<file path="src/rtl/cp0_exc_unit.sv">
// cp0_exc_unit: CP0 registers with merged exception resolver; Count/Compare timer enabled by CP0_TIMER_INT_EN
module cp0_exc_unit #(
  parameter int          HW_INT_N   = 6,
  parameter logic [31:0] EXC_VECTOR = 32'hBFC00380,
  parameter logic [31:0] PRID_VALUE = 32'h00004220,
  parameter int          COUNT_DIV  = 2
) (
  input  logic                clk,
  input  logic                rst,
  input  logic                we_i,
  input  logic [4:0]          waddr_i,
  input  logic [31:0]         wdata_i,
  input  logic [4:0]          raddr_i,
  output logic [31:0]         rdata_o,
  input  logic [HW_INT_N-1:0] int_i,
  input  logic                adel_i,
  input  logic                ades_i,
  input  logic                instadel_i,
  input  logic                syscall_i,
  input  logic                break_i,
  input  logic                eret_i,
  input  logic                invalid_i,
  input  logic                overflow_i,
  input  logic [31:0]         pc_i,
  input  logic                in_dslot_i,
  input  logic [31:0]         bad_addr_i,
  output logic [31:0]         excepttype_o,
  output logic [31:0]         newpc_o,
  output logic                flush_o,
  output logic [31:0]         status_o,
  output logic [31:0]         cause_o,
  output logic [31:0]         epc_o,
  output logic                timer_int_o
);
  logic [31:0]         badvaddr, count, compare, epc, epc_m, status_m, cause_m;
  logic [7:0]          im, im_m, ip;
  logic                exl, ie, bd, ti, exl_m, ie_m, int_req;
  logic [1:0]          ip_sw, ip_sw_m;
  logic [4:0]          exc_code, code;
  logic [HW_INT_N-1:0] ip_hw;
  logic [5:0]          hw6;
  logic                wr_status, wr_cause, wr_epc, wr_count, wr_compare;

  assign wr_status  = we_i && waddr_i == 5'd12;
  assign wr_cause   = we_i && waddr_i == 5'd13;
  assign wr_epc     = we_i && waddr_i == 5'd14;
  assign wr_count   = we_i && waddr_i == 5'd9;
  assign wr_compare = we_i && waddr_i == 5'd11;

  assign im_m    = wr_status ? wdata_i[15:8] : im;
  assign exl_m   = wr_status ? wdata_i[1] : exl;
  assign ie_m    = wr_status ? wdata_i[0] : ie;
  assign ip_sw_m = wr_cause ? wdata_i[9:8] : ip_sw;
  assign epc_m   = wr_epc ? wdata_i : epc;

  assign hw6      = 6'(ip_hw);
  assign ip       = {hw6[5] | ti, hw6[4:0], ip_sw_m};
  assign status_o = {9'd0, 1'b1, 6'd0, im, 6'd0, exl, ie};
  assign status_m = {9'd0, 1'b1, 6'd0, im_m, 6'd0, exl_m, ie_m};
  assign cause_o  = {bd, ti, 14'd0, hw6[5] | ti, hw6[4:0], ip_sw, 1'b0, exc_code, 2'b00};
  assign cause_m  = {bd, ti, 14'd0, ip, 1'b0, exc_code, 2'b00};
  assign epc_o    = epc;
  assign timer_int_o = ti;

  assign int_req = |(ip & im_m) && !exl_m && ie_m;
  assign code = rst                       ? 5'd0  :
                int_req                   ? 5'd1  :
                (instadel_i || adel_i)    ? 5'd4  :
                ades_i                    ? 5'd5  :
                syscall_i                 ? 5'd8  :
                break_i                   ? 5'd9  :
                eret_i                    ? 5'd14 :
                invalid_i                 ? 5'd10 :
                overflow_i                ? 5'd12 : 5'd0;
  assign excepttype_o = {27'd0, code};
  assign flush_o      = code != 5'd0;
  assign newpc_o      = !flush_o ? 32'd0 : code == 5'd14 ? epc_m : EXC_VECTOR;

  always_comb begin
    rdata_o = 32'd0;
    case (raddr_i)
      5'd8:    rdata_o = badvaddr;
      5'd9:    rdata_o = count;
      5'd11:   rdata_o = compare;
      5'd12:   rdata_o = status_m;
      5'd13:   rdata_o = cause_m;
      5'd14:   rdata_o = epc_m;
      5'd15:   rdata_o = PRID_VALUE;
      default: rdata_o = 32'd0;
    endcase
  end

  always_ff @(posedge clk) begin
    if (rst) begin
      badvaddr <= 32'd0;
      epc      <= 32'd0;
      im       <= 8'd0;
      exl      <= 1'b0;
      ie       <= 1'b0;
      bd       <= 1'b0;
      ip_sw    <= 2'd0;
      exc_code <= 5'd0;
      ip_hw    <= '0;
    end else begin
      ip_hw <= int_i;
      if (wr_status) begin
        im  <= wdata_i[15:8];
        exl <= wdata_i[1];
        ie  <= wdata_i[0];
      end
      if (wr_cause) ip_sw <= wdata_i[9:8];
      if (wr_epc) epc <= wdata_i;
      if (flush_o) begin
        if (code == 5'd14) exl <= 1'b0;
        else begin
          exl      <= 1'b1;
          exc_code <= code == 5'd1 ? 5'd0 : code;
          epc      <= exl_m ? epc : in_dslot_i ? pc_i - 32'd4 : pc_i;
          if (!exl_m) bd <= in_dslot_i;
          if (code == 5'd4 || code == 5'd5) badvaddr <= (code == 5'd4 && instadel_i) ? pc_i : bad_addr_i;
        end
      end
    end
  end

`ifdef CP0_TIMER_INT_EN
  logic [3:0] div_cnt;
  logic       div_wrap;
  assign div_wrap = div_cnt == 4'(COUNT_DIV - 1);
  always_ff @(posedge clk) begin
    if (rst) begin
      count   <= 32'd0;
      compare <= 32'd0;
      div_cnt <= 4'd0;
      ti      <= 1'b0;
    end else begin
      count   <= wr_count ? wdata_i : div_wrap ? count + 32'd1 : count;
      div_cnt <= (wr_count || div_wrap) ? 4'd0 : div_cnt + 4'd1;
      ti      <= wr_compare ? 1'b0 : (!wr_count && div_wrap && count + 32'd1 == compare) ? 1'b1 : ti;
      if (wr_compare) compare <= wdata_i;
    end
  end
`else
  assign ti = 1'b0;
  always_ff @(posedge clk) begin
    if (rst) begin
      count   <= 32'd0;
      compare <= 32'd0;
    end else begin
      if (wr_count) count <= wdata_i;
      if (wr_compare) compare <= wdata_i;
    end
  end
`endif
endmodule
</file>
<file path="config.mk">
export PLATFORM = sky130hd
export DESIGN_NAME = cp0_exc_unit
export DESIGN_NICKNAME = d
export VERILOG_FILES = /design/src/rtl/cp0_exc_unit.sv
export SDC_FILE = /design/constraint.sdc
export NUM_CORES = 1
export LEC_CHECK = 0
export ABC_AREA = 0
export CAP_MARGIN = 20
export CORE_MARGIN = 1.5
export CORE_UTILIZATION = 32
export CTS_CLUSTER_DIAMETER = 50
export DETAILED_ROUTE_END_ITERATION = 12
export GPL_TIMING_DRIVEN = 1
export HOLD_SLACK_MARGIN = 0.08
export PLACE_DENSITY_LB_ADDON = 0.12
export SETUP_SLACK_MARGIN = 0.1
export SYNTH_ARGS = -nofsm -noshare
export SYNTH_HDL_FRONTEND = slang
export SYNTH_SLANG_ARGS = --single-unit
export TNS_END_PERCENT = 1
</file>
<file path="constraint.sdc">
create_clock -name clk -period 4.54 [get_ports clk]
set_input_delay 0.454 -clock clk [delete_from_list [all_inputs] [get_ports clk]]
set_output_delay 0.454 -clock clk [all_outputs]
set_load 0.01 [all_outputs]
</file>
==> flow_metrics.env, run 1 <==
export IMPL_tritoncts="yes"
export IMPL_tns_ns=0
export IMPL_syn_to_final_growth_pct=36.1
export IMPL_grt_start_max_net_pins=83
export IMPL_dr_first_iter_drc_count=842
export IMPL_yosys_warnings=0
export IMPL_die_area_mm2=0.0282
export IMPL_clock_skew_ns=0.0114
export IMPL_avgViaCountPerCell=5.45
export IMPL_synth_common_cells="173 x nand2_1, 151 x dfxtp_1, 132 x a21oi_1, 100 x mux2i_1, 74 x buf_4"
export IMPL_pwr_density_cell_mw_per_mm2=287
export IMPL_cp_required_ns=4.09
export IMPL_vdd_ir_drop_max_mv=0.248
export IMPL_ys_seq_elements=151
export IMPL_grt_pass1_wl_um=53200
export IMPL_cts_resized=0
export IMPL_utilization_pct=44.3
export IMPL_port_buffers=247
export IMPL_cts_sinks=151
export IMPL_power_share_clock_pct=40.1
export IMPL_m1WireLength_um=16500
export IMPL_numCtsBuffers=17
export IMPL_synthArstFlopShare_pct=0
export IMPL_worstSetupEndpointType="output pin"
export IMPL_synth_cell_type_count=62
export IMPL_grt_antenna_before_repair=1
export IMPL_post_cts_buffers=0
export IMPL_design_area_mm2=0.0119
export IMPL_antenna_left=0
export IMPL_outcome="finished clean"
export IMPL_worstPathArrival_ns=3.84
export IMPL_p_int_mw=2.41
export IMPL_clk_latency_ns=0.43
export IMPL_ctsHoldBuffers=0
export IMPL_p_sw_mw=0.994
export IMPL_num_vias=8922
export IMPL_tightest_slew_ns=0.989
export IMPL_rsz0062_at_grt="false"
export IMPL_yosys_top_cells_area="dfxtp_1 35%, mux2i_1 11%, a21oi_1 7.6%, nand2_1 7.5%, buf_4 6.4%"
export IMPL_die_x_um=168
export IMPL_dp_hpwl_um=26800
export IMPL_cts_path_max_buffers=2
export IMPL_root_buffer="clkbuf_16"
export IMPL_initial_utilization_pct=32.5
export IMPL_route_met2_wl_um=15700
export IMPL_netlist_instances=1072
export IMPL_p_leak_nw=4.25
export IMPL_fin_crit_sh_pct=94.6
export IMPL_yosysSeqAreaShare_pct=34.7
export IMPL_dr_pass1_iters=6
export IMPL_synth_largest_area_cell="dfxtp_1"
export IMPL_yosysTopAreaCellShare_pct=34.7
export IMPL_cp_start_kind="primary input"
export IMPL_gp_congestion=0.850
export IMPL_worstSetupPathType="primary input to output pin"
export IMPL_placed_cell_area_mm2=0.0113
export IMPL_power_mw=3.41
export IMPL_swShare_pct=29.2
export IMPL_drv_cap=0
export IMPL_die_y_um=168
export IMPL_synth_flop_cell="dfxtp_1"
export IMPL_netlist_area_mm2=0.00871
export IMPL_drive_gt1_share_pct=8.48
export IMPL_drv_slew=0
export IMPL_wl_per_cell_um=22.2
export IMPL_slew_limit_headroom_pct=34.0
export IMPL_hp_class="flop to flop"
export IMPL_finalHoldViolations=0
export IMPL_combPwrFrac_pct=17.7
export IMPL_wl_um=36400
export IMPL_fin_hold_ws_ns=0.453
export IMPL_seq_power_share_pct=42.2
export IMPL_htree_num_levels=4
export IMPL_grt_pass1_vias=8263
export IMPL_period_minus_slack_ns=4.30
export IMPL_fmax_mhz=233
export IMPL_antenna_cells=0
export IMPL_rows=60
export IMPL_synth_avg_cell_area_um2=8.13
export IMPL_design_core_area_mm2=0.0268
export IMPL_post_synth_top_count_cell="nand2_1"
export IMPL_crit_path_max_fanout=8
export IMPL_synth_edf_count=0
export IMPL_setup_viol=0
export IMPL_dr_max_layer_used="met5"
export IMPL_grt_remaining_overflow=0
export IMPL_path_clk_slew_ns=0.06
export IMPL_fin_nets=1410
export IMPL_grt_usage_pct=25.2
export IMPL_num_io_pins=318
export IMPL_drc=0
export IMPL_dr_wl_met3_um=3490
[area by class of cell]
| cell class | count | area (um2) |
|---|---|---|
| Multi-Input combinational cell | 824 | 5080 |
| Clock inverter | 14 | 129 |
| Inverter | 8 | 30.0 |
| Clock buffer | 17 | 425 |
| Sequential cell | 151 | 3020 |
| Tap cell | 341 | 427 |
| Timing Repair Buffer | 283 | 2750 |
| Fill cell | 2712 | 14900 |
[power groups by stage]
stage	combinational, mW	clock, mW	sequential (mW)
after floorplan	0.309	0	1.45
after global placement	0.596	0	1.46
after CTS	0.598	1.37	1.44
after global routing	0.644	1.43	1.44
after detailed placement	0.596	0	1.46
final	0.603	1.36	1.44
[worst max-delay path, stage by stage]
cell and delay, ns:
clkdlybuf4s50_1 0.58, nand4b_1 0.21, or4b_2 0.68, o311ai_2 0.10
o221a_2 0.33, a21o_1 0.25, nand4_1 0.28, buf_4 0.28
nor2_1 0.12, clkdlybuf4s50_1 0.55
[flip-flops by register name, summed over array words and instances, names as in the netlist]
register and count:
ip_sw 2, epc_o 32, im 8, exl 1, bd 1, exc_code 4, badvaddr 32, ie 1
hw6 6, count 32, compare 32
[layout by cell type, fill, tap and decap left out, types with 4 or more instances in the layout]
| cell type | Yosys | final |
|---|---|---|
| clkdlybuf4s50_1 | 0 | 244 |
| nand2_1 | 173 | 171 |
| dfxtp_1 | 151 | 151 |
| a21oi_1 | 132 | 130 |
| mux2i_1 | 100 | 100 |
| conb_1 | 2 | 70 |
| nor2_1 | 63 | 61 |
| a211oi_1 | 37 | 37 |
| buf_4 | 74 | 35 |
| o221ai_1 | 25 | 25 |
| nor3_1 | 22 | 21 |
| xnor2_1 | 17 | 17 |
| clkbuf_16 | 0 | 17 |
| o21ai_0 | 15 | 15 |
| nand3_1 | 15 | 15 |
| a222oi_1 | 12 | 12 |
| mux2_2 | 11 | 11 |
| nor2b_1 | 11 | 11 |
| a22oi_1 | 11 | 11 |
| or3_1 | 11 | 10 |
| a221o_1 | 10 | 10 |
| xor2_1 | 10 | 10 |
| inv_1 | 8 | 8 |
| nor4_1 | 10 | 8 |
| o221a_2 | 7 | 7 |
| clkinvlp_4 | 0 | 6 |
| and2_1 | 5 | 5 |
| nand2b_1 | 4 | 4 |
| o211ai_1 | 4 | 4 |
[logic make-up (layout without fill, tap and decap cells)]
family,Yosys count,in the layout,share of synthesized area [%]
adders and majority gates,1,1,0.144
DFF,151,151,34.7
muxes,112,112,13.1
other,2,70,0.0862
buffers and inverters,165,322,10.6
xor gates and xnor gates,27,27,2.71
AOI/OAI and AO/OA,279,279,21.5
and+or+nand+nor,335,335,17.2
[worst paths after layout]
kind / from / end / slack [ns] / depth (start not counted)
hold reg to reg: count[4]$_SDFFE_PP0P_ / count[4]$_SDFFE_PP0P_ / 0.45 / 2
hold / removal: count[4]$_SDFFE_PP0P_ / count[4]$_SDFFE_PP0P_ / 0.45 / 2
setup / recovery: waddr_i[2] / newpc_o[1] / 0.24 / 10
setup reg to reg: im[1]$_SDFF_PP0_ / epc_o[22]$_SDFFE_PP0P_ / 1.53 / 7
[metal layers]
metal	global-route usage (%)	up-vias
met2	37.9	468
met3	6.06	42
met5	0	-
li1	-	4148
met1	35.5	4262
met4	7.05	2
[stage by stage]
stage / cells / setup slack [ns]
floorplan: 1140 / 1.51
global route: 1638 / 0.116
finish: 1638 / 0.243
global placement: 1606 / 0.266
detailed placement: 1607 / 0.135
CTS: 1638 / 0.125
No activity file was read; power rests on OpenSTA's default activity.
==> inputs of run 2 (changes only) <==
--- a/config.mk
+++ b/config.mk
@@ -7,7 +7,7 @@
 export LEC_CHECK = 0
 export ABC_AREA = 0
 export CAP_MARGIN = 20
-export CORE_MARGIN = 1.5
+export CORE_MARGIN = 2
 export CORE_UTILIZATION = 32
 export CTS_CLUSTER_DIAMETER = 50
 export DETAILED_ROUTE_END_ITERATION = 12
@@ -15,6 +15,7 @@
 export HOLD_SLACK_MARGIN = 0.08
 export PLACE_DENSITY_LB_ADDON = 0.12
 export SETUP_SLACK_MARGIN = 0.1
+export SKIP_LAST_GASP = 1
 export SYNTH_ARGS = -nofsm -noshare
 export SYNTH_HDL_FRONTEND = slang
 export SYNTH_SLANG_ARGS = --single-unit
==> flow_metrics.env, run 2 (synthesis gave the netlist of run 1 again) <==
export IMPL_gp_congestion=0.861
export IMPL_tns_ns=0
export IMPL_num_vias=8825
export IMPL_ctsHoldBuffers=0
export IMPL_p_sw_mw=1.05
export IMPL_p_leak_nw=4.30
export IMPL_fin_crit_sh_pct=95.7
export IMPL_tritoncts="yes"
export IMPL_drv_cap=0
export IMPL_tightest_slew_ns=1.02
export IMPL_crit_path_frequent_cell="clkdlybuf4s50_1"
export IMPL_clk_latency_ns=0.43
export IMPL_cp_start_kind="primary input"
export IMPL_dr_pass1_iters=7
export IMPL_worstPathArrival_ns=3.89
export IMPL_cts_path_max_buffers=2
export IMPL_drc=0
export IMPL_crit_buf_inv=4
export IMPL_worstSetupPathType="primary input to output pin"
export IMPL_worstSetupEndpointType="output pin"
export IMPL_drv_slew=0
export IMPL_crit_slowest_cell="or4b_1"
export IMPL_period_minus_slack_ns=4.34
export IMPL_grt_remaining_overflow=0
export IMPL_final_cell_mix="244 x clkdlybuf4s50_1, 172 x nand2_1, 151 x dfxtp_1"
export IMPL_hp_class="primary input to flop"
export IMPL_root_buffer="clkbuf_16"
export IMPL_dr_first_iter_drc_count=847
export IMPL_finalHoldViolations=0
export IMPL_grt_pass1_vias=8047
export IMPL_power_mw=3.50
export IMPL_crit_family="buffers and inverters"
export IMPL_port_buffers=247
export IMPL_fin_cells=1643
export IMPL_avgViaCountPerCell=5.37
export IMPL_grt_start_max_net_pins=87
export IMPL_vdd_ir_drop_max_mv=0.254
export IMPL_wl_per_cell_um=22.1
export IMPL_slew_limit_headroom_pct=32.3
export IMPL_numCtsBuffers=17
export IMPL_grt_pass1_wl_um=52300
export IMPL_outcome="finished clean"
export IMPL_grt_antenna_before_repair=2
export IMPL_regToRegSetupSlack_ns=1.58
export IMPL_dp_hpwl_um=26800
export IMPL_antenna_left=0
export IMPL_rsz0062_at_grt="true"
export IMPL_num_io_pins=318
export IMPL_crit_path_max_fanout=10
export IMPL_die_area_mm2=0.0286
export IMPL_path_clk_slew_ns=0.07
export IMPL_p_int_mw=2.46
export IMPL_cp_required_ns=4.09
export IMPL_cp_slowest_stage_delay_ns=0.65
export IMPL_cp_cell_sequence="clkdlybuf4s50_1 > inv_1 > or4b_1 > o311ai_2 > o221a_2 > a21o_1 > and4_1 > buf_4 > a21oi_1 > clkdlybuf4s50_1"
export IMPL_fin_nets=1412
export IMPL_drive_gt1_share_pct=8.46
export IMPL_cts_sinks=151
export IMPL_die_x_um=169
export IMPL_place_inst=1608
export IMPL_die_y_um=169
export IMPL_htree_num_levels=4
export IMPL_power_share_clock_pct=41.9
export IMPL_initial_utilization_pct=32.4
export IMPL_syn_to_final_growth_pct=36.7
export IMPL_grt_usage_pct=24.5
export IMPL_setup_viol=0
export IMPL_final_common_cell="clkdlybuf4s50_1"
export IMPL_combPwrFrac_pct=17.1
export IMPL_wl_um=36300
export IMPL_design_core_area_mm2=0.0269
export IMPL_utilization_pct=44.3
export IMPL_fmax_mhz=230
export IMPL_pwr_density_cell_mw_per_mm2=294
export IMPL_swShare_pct=29.9
export IMPL_seq_power_share_pct=41.1
export IMPL_clock_skew_ns=0.0115
export IMPL_rows=60
-- run 2: cell types whose count changed in the layout (fill, tap and decap cells not counted), sizes merged --
| cell | previous run | this run |
|---|---|---|
| clkinv | 5 | 4 |
| clkinvlp | 6 | 0 |
| diode | 0 | 2 |
| clkbuf | 17 | 18 |
| inv | 10 | 17 |
| buf | 39 | 41 |
-- run 2: cell type report --
type	instances	area [um2]
clock inverters	14	156
diodes	2	5.00
flip-flops and latches	151	3020
fillers	2697	15000
multi-input cells	824	5070
inverters	8	30.0
well taps	341	427
repair buffers	285	2760
clock buffers	18	439
-- run 2: metal layers --
layer	routed length, um	GRT usage [%]	vias to the layer above
met4	547	6.02	0
met1	16600	35.6	4199
met5	0	0	-
met2	15600	36.0	452
li1	-	-	4150
met3	3510	6.24	24
-- run 2: metrics by stage --
step	hold WS (ns)	worst slack (ns)	cell area, um2
6_report	0.332	0.197	11900
5_1_grt	0.336	0.0543	11900
4_1_cts	0.326	0.128	11900
3_5_place_dp	0.446	0.150	11300
3_3_place_gp	0.440	0.191	11300
2_1_floorplan	0.433	1.51	8970
-- run 2: timing repair --
action                     in CTS  in global routing
setup endpoints to repair       0                 36
hold endpoints to repair        0                  0
gates resized for setup         0                  3
buffers inserted                0                  1
-- run 2: final timing paths --
check	start	endpoint	depth (start not counted)
max	waddr_i[2]	newpc_o[9]	10
min reg2reg	compare[23]$_SDFFE_PP0P_	compare[23]$_SDFFE_PP0P_	2
max reg2reg	im[1]$_SDFF_PP0_	epc_o[14]$_SDFFE_PP0P_	8
min	rst	badvaddr[10]$_SDFFE_PP0P_	2
-- run 2: worst reg2reg max path: stages, from the launching register on --
cell and delay (ns):
dfxtp_1 0.34, a22o_1 0.25, or4b_2 0.62, o311ai_2 0.11
o221ai_1 0.38, o21ai_2 0.48, buf_4 0.28, mux2_2 0.35
nor2_1 0.07
-- run 2: power groups by stage --
stage / logic [mW] / registers [mW] / clock network (mW)
after detailed placement: 0.593 / 1.46 / 0
after global routing: 0.640 / 1.44 / 1.53
final: 0.598 / 1.44 / 1.47
after floorplan: 0.309 / 1.45 / 0
after CTS: 0.595 / 1.43 / 1.48
after global placement: 0.593 / 1.46 / 0
==> inputs of run 3 (changes only) <==
--- a/config.mk
+++ b/config.mk
@@ -8,7 +8,7 @@
 export ABC_AREA = 0
 export CAP_MARGIN = 20
 export CORE_MARGIN = 2
-export CORE_UTILIZATION = 32
+export CORE_UTILIZATION = 46
 export CTS_CLUSTER_DIAMETER = 50
 export DETAILED_ROUTE_END_ITERATION = 12
 export GPL_TIMING_DRIVEN = 1
==> constraint.sdc (replaced) <==
create_clock -name clk -period 4.8 [get_ports clk]
set_input_delay 0.48 -clock clk [delete_from_list [all_inputs] [get_ports clk]]
set_output_delay 0.48 -clock clk [all_outputs]
set_load 0.01 [all_outputs]
==> flow_metrics.env, run 3 (synthesis gave the netlist of run 1 again) <==
export IMPL_tns_ns=0
export IMPL_num_vias=8917
export IMPL_outcome="finished clean"
export IMPL_dr_pass1_iters=8
export IMPL_worstSetupEndpointType="output pin"
export IMPL_fin_hold_ws_ns=0.452
export IMPL_grt_start_max_net_pins=65
export IMPL_wl_per_cell_um=21.2
export IMPL_ctsHoldBuffers=0
export IMPL_vdd_ir_drop_max_mv=0.255
export IMPL_htree_num_levels=4
export IMPL_worstSetupPathType="primary input to output pin"
export IMPL_fin_cells=1529
export IMPL_post_cts_buffers=0
export IMPL_antenna_left=0
export IMPL_clk_latency_ns=0.43
export IMPL_initial_utilization_pct=46.7
export IMPL_avgViaCountPerCell=5.83
export IMPL_cts_resized=0
export IMPL_drc=0
export IMPL_regToRegSetupSlack_ns=1.80
export IMPL_final_common_cell="clkdlybuf4s50_1"
export IMPL_cp_required_ns=4.32
export IMPL_die_y_um=142
export IMPL_tightest_slew_ns=0.864
export IMPL_p_leak_nw=4.28
export IMPL_grt_pass1_wl_um=48100
export IMPL_dp_slack_ns=0.268
export IMPL_period_minus_slack_ns=4.48
export IMPL_drive_gt1_share_pct=7.80
export IMPL_fin_crit_sh_pct=93.4
export IMPL_grt_usage_pct=31.5
export IMPL_place_inst=1497
export IMPL_worst_slack_ns=0.318
export IMPL_port_buffers=247
export IMPL_die_x_um=142
export IMPL_pwr_density_cell_mw_per_mm2=289
export IMPL_hp_class="flop to flop"
export IMPL_drv_cap=0
export IMPL_tritoncts="yes"
export IMPL_fmax_mhz=223
export IMPL_num_io_pins=318
export IMPL_grt_antenna_before_repair=0
export IMPL_drv_slew=0
export IMPL_fin_nets=1407
export IMPL_setup_viol=0
export IMPL_dr_first_iter_drc_count=870
export IMPL_cts_sinks=151
export IMPL_gp_congestion=0.896
export IMPL_rsz0062_at_grt="false"
export IMPL_crit_path_max_fanout=13
export IMPL_dp_hpwl_um=23900
export IMPL_cp_start_kind="primary input"
export IMPL_clock_skew_ns=0.00906
export IMPL_worstPathArrival_ns=4.00
export IMPL_antenna_cells=0
export IMPL_slew_limit_headroom_pct=42.4
export IMPL_numCtsBuffers=17
export IMPL_cts_path_max_buffers=2
export IMPL_die_area_mm2=0.0201
export IMPL_design_core_area_mm2=0.0186
export IMPL_path_clk_slew_ns=0.06
export IMPL_grt_remaining_overflow=0
export IMPL_wl_um=32500
export IMPL_rows=50
export IMPL_final_cell_mix="244 x clkdlybuf4s50_1, 173 x nand2_1, 151 x dfxtp_1"
export IMPL_grt_pass1_vias=8041
export IMPL_syn_to_final_growth_pct=35.2
export IMPL_utilization_pct=63.2
export IMPL_finalHoldViolations=0
export IMPL_root_buffer="clkbuf_16"
[run 3: changes by cell type in the layout (fill, tap and decap cells not counted), moves of 2 or more]
cell and change:
buf_4 -5, bufinv_16 +4, clkinv_4 -3, clkinvlp_4 +5
diode_2 -2, inv_8 -5
[run 3: area by class of cell]
| class | count | area [um2] |
|---|---|---|
| Tap cell | 234 | 293 |
| Clock inverter | 14 | 223 |
| Timing Repair Buffer | 280 | 2720 |
| Inverter | 8 | 30.0 |
| Fill cell | 1648 | 6870 |
| Multi-Input combinational cell | 824 | 5060 |
| Clock buffer | 18 | 429 |
| Sequential cell | 151 | 3020 |
[run 3: worst max-delay path, stage by stage]
cell and delay [ns]:
clkdlybuf4s50_1 0.57, inv_1 0.05, or4b_1 0.63, o311ai_1 0.41, o221a_2 0.32, a21o_1 0.25, buf_4 0.22, and4_1 0.20
buf_4 0.22, a21oi_1 0.14, clkdlybuf4s50_1 0.51
[run 3: path summary, 6_finish.rpt]
path                               start                      to  cells past startpoint
setup / recovery              waddr_i[2]              newpc_o[8]                     11
hold / removal    count[31]$_SDFFE_PP0P_  count[31]$_SDFFE_PP0P_                      2
setup reg to reg        im[1]$_SDFF_PP0_  epc_o[19]$_SDFFE_PP0P_                      7
hold reg to reg   count[31]$_SDFFE_PP0P_  count[31]$_SDFFE_PP0P_                      2
[run 3: layer usage]
layer | wire length, um | up-vias | part of all wire, % | global-route usage (%)
met3 | 3530 | 41 | 11 | 6.51
li1 | - | 4138 | - | -
met5 | 0 | - | 0 | 0
met2 | 14300 | 566 | 44 | 47.2
met4 | 595 | 0 | 1.8 | 9.21
met1 | 14000 | 4172 | 43 | 45.8
[run 3: report_power, final]
part	switching, mW	total [mW]	internal (mW)
Clock	0.560	1.49	0.928
Combinational	0.295	0.554	0.259
Sequential	0.0522	1.36	1.31
Total	0.907	3.40	2.49
[run 3: metrics by stage]
step / instance area, um2 / power, mW
after floorplan: 8970 / 1.67
after global placement: 11100 / 1.93
after detailed placement: 11100 / 1.93
after CTS: 11800 / 3.40
after global routing: 11800 / 3.50
final: 11800 / 3.40
